--- src/rtl/msg_display_ctrl.sv ---
// Message capture and scrolling display controller for the one-time-pad datapath.
// Define RED_BLINK_EN to make led_red blink on invalid input instead of holding steady.
module msg_display_ctrl #(
  parameter int unsigned CHAR_W     = 5,
  parameter int unsigned CODE_MAX   = 26,
  parameter int unsigned CODE_DASH  = 27,
  parameter int unsigned MSG_LEN    = 8,
  parameter int unsigned NUM_DISP   = 4,
  parameter int unsigned SCROLL_DIV = 25000000,
  localparam int unsigned CW        = $clog2(MSG_LEN + 1)
) (
  input  logic                         clk,
  input  logic                         rst,
  input  logic                         enable,
  input  logic                         back,
  input  logic                         button,
  input  logic [CHAR_W-1:0]            switch_val_in,
  input  logic [CHAR_W-1:0]            encrypted_text,
  input  logic [CHAR_W-1:0]            decrypted_text,
  output logic [CHAR_W-1:0]            switch_val_out,
  output logic [1:0]                   letter_class,
  output logic [CW-1:0]                letter_order,
  output logic [CW-1:0]                msg_count,
  output logic [NUM_DISP*CHAR_W-1:0]   disp_out,
  output logic                         led_red,
  output logic                         led_green
);

  localparam int unsigned IW = (MSG_LEN > 1) ? $clog2(MSG_LEN) : 1;
  localparam int unsigned DW = $clog2(SCROLL_DIV);
  localparam logic [CHAR_W-1:0] Dash = CHAR_W'(CODE_DASH);

  typedef enum logic {StLoad, StFull} state_e;

  state_e                      state_q;
  logic [CW-1:0]               count_q;
  logic [IW-1:0]               pos_q;
  logic [DW-1:0]               div_q;
  logic [CHAR_W-1:0]           enc_q [MSG_LEN];
  logic [CHAR_W-1:0]           dec_q [MSG_LEN];
  logic [CHAR_W-1:0]           sw_out_q;
  logic [1:0]                  class_q;
  logic [CW-1:0]               order_q;
  logic [CW-1:0]               msg_count_q;
  logic [NUM_DISP*CHAR_W-1:0]  disp_q;
  logic                        led_red_q;
  logic                        led_green_q;
`ifdef RED_BLINK_EN
  logic                        red_act_q;
`endif

  logic                        sw_valid;
  logic                        div_term;
  logic [NUM_DISP*CHAR_W-1:0]  disp_win;

  function automatic logic [1:0] class_of(logic [CHAR_W-1:0] code);
    case (32'(code))
      1, 3, 6, 7, 13, 14, 15, 16, 17, 19, 21: return 2'b01;
      12, 22, 23, 26:                         return 2'b10;
      default:                                return 2'b00;
    endcase
  endfunction

  // (pos + k) mod MSG_LEN; one subtraction suffices because pos < MSG_LEN when scrolling.
  function automatic logic [IW-1:0] win_idx(logic [IW-1:0] pos, int unsigned k);
    int unsigned sum;
    sum = 32'(pos) + k;
    if (sum >= MSG_LEN) sum -= MSG_LEN;
    return IW'(sum);
  endfunction

  always_comb begin
    sw_valid = (switch_val_in <= CHAR_W'(CODE_MAX));
    div_term = (div_q == DW'(SCROLL_DIV - 1));
    disp_win = '0;
    for (int unsigned k = 0; k < NUM_DISP; k++) begin
      if (k >= MSG_LEN) begin
        disp_win[k*CHAR_W +: CHAR_W] = Dash;
      end else if (button) begin
        disp_win[k*CHAR_W +: CHAR_W] = enc_q[win_idx(pos_q, k)];
      end else begin
        disp_win[k*CHAR_W +: CHAR_W] = dec_q[win_idx(pos_q, k)];
      end
    end
  end

  always_ff @(posedge clk) begin
    if (!rst) begin
      state_q     <= StLoad;
      count_q     <= '0;
      pos_q       <= '0;
      div_q       <= '0;
      sw_out_q    <= Dash;
      class_q     <= 2'b11;
      order_q     <= CW'(1);
      msg_count_q <= '0;
      disp_q      <= {NUM_DISP{Dash}};
      led_red_q   <= 1'b0;
      led_green_q <= 1'b0;
`ifdef RED_BLINK_EN
      red_act_q   <= 1'b0;
`endif
    end else begin
      msg_count_q <= count_q;
      case (state_q)
        StLoad: begin
          disp_q      <= {NUM_DISP{Dash}};
          order_q     <= count_q + 1'b1;
          led_green_q <= 1'b0;
          sw_out_q    <= sw_valid ? switch_val_in : Dash;
          class_q     <= sw_valid ? class_of(switch_val_in) : 2'b11;
`ifdef RED_BLINK_EN
          div_q     <= div_term ? '0 : div_q + 1'b1;
          red_act_q <= !sw_valid;
          if (sw_valid)        led_red_q <= 1'b0;
          else if (!red_act_q) led_red_q <= 1'b1;
          else if (div_term)   led_red_q <= !led_red_q;
`else
          div_q     <= '0;
          led_red_q <= !sw_valid;
`endif
          // enable takes priority; a simultaneous back is dropped
          if (enable) begin
            if (sw_valid) begin
              enc_q[IW'(count_q)] <= encrypted_text;
              dec_q[IW'(count_q)] <= decrypted_text;
              count_q             <= count_q + 1'b1;
              if (count_q == CW'(MSG_LEN - 1)) begin
                state_q <= StFull;
                pos_q   <= '0;
                div_q   <= '0;
              end
            end
          end else if (back && count_q != '0) begin
            count_q <= count_q - 1'b1;
          end
        end
        StFull: begin
          led_green_q <= 1'b1;
          led_red_q   <= 1'b0;
          sw_out_q    <= Dash;
          class_q     <= 2'b11;
          order_q     <= '0;
          disp_q      <= disp_win;
`ifdef RED_BLINK_EN
          red_act_q   <= 1'b0;
`endif
          if (enable) begin
            state_q <= StLoad;
            count_q <= '0;
            pos_q   <= '0;
            div_q   <= '0;
          end else if (MSG_LEN > NUM_DISP) begin
            if (div_term) begin
              div_q <= '0;
              pos_q <= (pos_q == IW'(MSG_LEN - 1)) ? '0 : pos_q + 1'b1;
            end else begin
              div_q <= div_q + 1'b1;
            end
          end
        end
      endcase
    end
  end

  assign switch_val_out = sw_out_q;
  assign letter_class   = class_q;
  assign letter_order   = order_q;
  assign msg_count      = msg_count_q;
  assign disp_out       = disp_q;
  assign led_red        = led_red_q;
  assign led_green      = led_green_q;

endmodule

--- config.mk ---
export PLATFORM = sky130hd
export DESIGN_NAME = msg_display_ctrl
export DESIGN_NICKNAME = d
export VERILOG_FILES = /design/src/rtl/msg_display_ctrl.sv
export SDC_FILE = /design/constraint.sdc
export NUM_CORES = 1
export LEC_CHECK = 0
export BUFFER_PORTS_ARGS = -buffer_cell sky130_fd_sc_hd__buf_2
export CORE_UTILIZATION = 45
export DETAILED_ROUTE_END_ITERATION = 8
export GPL_TIMING_DRIVEN = 0
export HOLD_SLACK_MARGIN = 0.02
export PLACE_DENSITY = 0.68
export SLEW_MARGIN = 20
export SYNTH_ARGS = -nofsm -noshare
export SYNTH_HDL_FRONTEND = slang
export SYNTH_SLANG_ARGS = --single-unit
--- constraint.sdc ---
create_clock -name clk -period 3.3 [get_ports clk]
set_clock_uncertainty 0.15 [all_clocks]
set_input_delay 0.66 -clock clk [delete_from_list [all_inputs] [get_ports clk]]
set_output_delay 0.66 -clock clk [all_outputs]
set_load 0.02 [all_outputs]
==> flow_summary.yaml <==
outcome:
  status: "completed"
clock_network:
  cts_inserted_buffers: 17
  cts_sinks: 150
  clock_latency_ps: 410
  clk_pin_slew_ps: 60
  tritoncts: "yes"
  h-tree-depth: 4
  postCtsHoldBufs: 0
  cts_resized: 4
  post-cts-setup-buffers: 0
  cts.path.max_buffers: 2
  cts_root_buf: "clkbuf_16"
power_and_ir_drop:
  power_leakage_nw: 2.94
  ir_worst_vdd_uv: 354
  p_per_area_mw_per_mm2: 486
  finalPower_w: 0.00414
sta:
  tightest_slew_ps: 1030
  post-route-period-util_pct: 96.4
  final-setup-viol-count: 0
  rsz0062_at_grt: "no"
  fin_crit_ps: 3180
  max_freq_mhz: 314
  whs_ps: 331
  setup_ws_ps: 119
  finalSetupTns_ps: 0
  drv_slew: 0
  hold_viol: 0
  relSlewSlack_pct: 31.1
detailed_routing:
  drt_iter0_drc: 413
  wire_per_inst_um: 21.7
  vias_per_cell: 6.10
  drc: 0
  wl_um: 17600
  dr.pass1.iters: 5
  ant_nets: 0
  vias: 4951
placement:
  io_buffers: 54
  dp_slack_ps: -141
  place.gp.congestion: 0.877
  dp.cells: 780
  hpwlAfterDp_um: 12100
logic_synthesis:
  syn_area_sq_mm: 0.00734
  synth.ff_latch_count: 150
  syn-mean-instance-area_sq_um: 14.5
  synth_nets: 534
  synthAdderAreaFrac_pct: 1.29
  synth_xor_area_share_pct: 3.48
  yosys_most_used_dff: "edfxtp_1"
  synth_top_family_by_area: "multiplexers"
  synth_compound_area_share_pct: 4.34
  synth.mux.area_fraction_pct: 26.9
  seq_area_frac_synth_pct: 51.8
  synth_cells: 508
  async_flop_share_pct: 0
  ys_warn_count: 0
  synth-simple-area-share_pct: 9.76
  synth_edf_count: 80
  synth_cell_types: 54
floorplan:
  die_x_um: 130
  row_count: 46
  pin_count: 57
  core_area_sq_mm: 0.0159
  die_area_sq_mm: 0.0168
  die-height_um: 130
  start_util_pct: 46.2
grt:
  grt_start_max_net_pins: 17
  grtUsageMet3_pct: 6.48
  grtUsageTotal_pct: 22.3
  grt-ovfl-total: 0
  grt_pass1_wl_um: 27100
  busiest_layer: "met2"
  grt_use_met2_pct: 35.2
  grt_pass1_vias: 4883
  met1_usage_pct: 29.4
  antenna_found_initial: 0
min_path:
  hp-class: "register to register"
setup_path:
  rrSetupSlack_ps: 120
  end_kind: "register"
  cp_max_fo: 10
  critPathKind: "register to register"
  critPathRequiredTime_ps: 3360
  start_kind: "register"
  arrival_ps: 3240
finish:
  layout.nets: 609
  drive_gt1_share_pct: 32.6
  diodes: 0
  area_delta_synth_final_pct: 16.1
  fin_cells: 812
run:
  drv_cap: 0
[critical path: stages (launching register included)]
cell,delay [ps]
dfxtp_1,330
buf_4,190
buf_4,260
buf_2,350
inv_1,140
ha_1,300
clkbuf_1,180
buf_2,380
mux4_2,370
mux2i_1,160
a22oi_1,150
[final cells by class]
cell class	instances	area [sq um]
Sequential cell	150	3800
Clock inverter	10	100
Inverter	9	33.8
Tap cell	216	270
Clock buffer	22	485
Multi-Input combinational cell	319	3380
Fill cell	1304	7360
Buffer	30	153
Timing Repair Buffer	56	293
[cells in the mapped netlist (2+ instances only)]
cell / n / area [sq um]
o21a_1: 2 / 15.0
nor3_1: 5 / 25.0
inv_1: 9 / 33.8
and4_1: 2 / 17.5
nor4b_1: 2 / 17.5
edfxtp_1: 80 / 2400
xor2_1: 21 / 184
a21oi_1: 3 / 15.0
nand2_1: 20 / 75.1
nand4_1: 7 / 43.8
mux2_2: 2 / 22.5
o211ai_1: 2 / 15.0
and2_1: 7 / 43.8
nor4_4: 2 / 42.5
nor4_1: 2 / 12.5
nor2b_1: 3 / 18.8
o2bb2ai_1: 2 / 17.5
maj3_1: 2 / 20.0
xnor2_1: 5 / 43.8
clkbuf_1: 10 / 37.5
ha_1: 6 / 75.1
o22ai_1: 6 / 37.5
nand3b_1: 2 / 15.0
a22oi_1: 14 / 105
dfxtp_1: 70 / 1400
buf_4: 4 / 30.0
buf_1: 5 / 18.8
and3_1: 6 / 37.5
buf_2: 10 / 50.1
mux4_2: 71 / 1600
or3_1: 2 / 12.5
nor2_1: 47 / 176
o21ai_0: 3 / 15.0
a21o_1: 2 / 15.0
nand2b_1: 7 / 43.8
nand3_1: 13 / 65.1
mux2i_1: 35 / 350
[state kept, by name, indices dropped and copies added, names as in the netlist, 4 cells and up]
name	cells
disp_out	20
dec_q	40
letter_order	4
div_q	25
count_q	4
enc_q	40
switch_val_out	5
msg_count	4
[power breakdown]
part | internal, W | switching, W
clock | 0.00119 | 0.000701
sequential | 0.00201 | 0.0000327
combinational | 0.0000866 | 0.000126
[layer usage]
layer  part of all wire (%)  up-vias
met4                    1.8        0
li1                       -     2162
met3                    9.9       24
met1                     40     2458
met5                      0        -
met2                     48      307
[final timing paths]
kind | cells past startpoint | endpoint | from
max | 10 | disp_out[19] | pos_q[0]
min | 1 | div_q[0] | div_q[0]
max reg2reg | 10 | disp_out[19] | pos_q[0]
min reg2reg | 1 | div_q[0] | div_q[0]
[layout by cell type, fill, tap and decap left out, types with 4 or more instances in the layout]
master     instances
nor2_1            41
o22ai_1            6
clkbuf_1          11
and3_1             6
a22oi_1           14
inv_1              9
nand2b_1           7
nand2_1           20
xor2_1            21
xnor2_1            5
and2_1             7
buf_2             67
buf_4              4
ha_1               6
nand4_1            7
mux2i_1           35
clkinv_2           6
dfxtp_1           70
nor2_2             6
nand3_1           13
edfxtp_1          80
clkbuf_16         18
mux4_2            71
[cells by family (layout without fill, tap and decap cells)]
logic type / count (synthesis) / after routing
AO/OA/AOI/OAI: 43 / 43
XOR/XNOR: 27 / 27
adder cells (fa/ha/maj): 8 / 8
buffers and inverters: 39 / 127
flip-flops: 150 / 150
multiplexers: 108 / 108
AND/OR/NAND/NOR: 133 / 133
[per-stage QoR]
stage          instance area, sq um  utilization, %
2_1_floorplan                  7340               -
5_1_grt                        8520            53.6
3_5_place_dp                   7930            49.9
3_3_place_gp                   7880            49.6
6_report                       8520            53.6
4_1_cts                        8520            53.6
No activity file was read; power rests on OpenSTA's default activity.
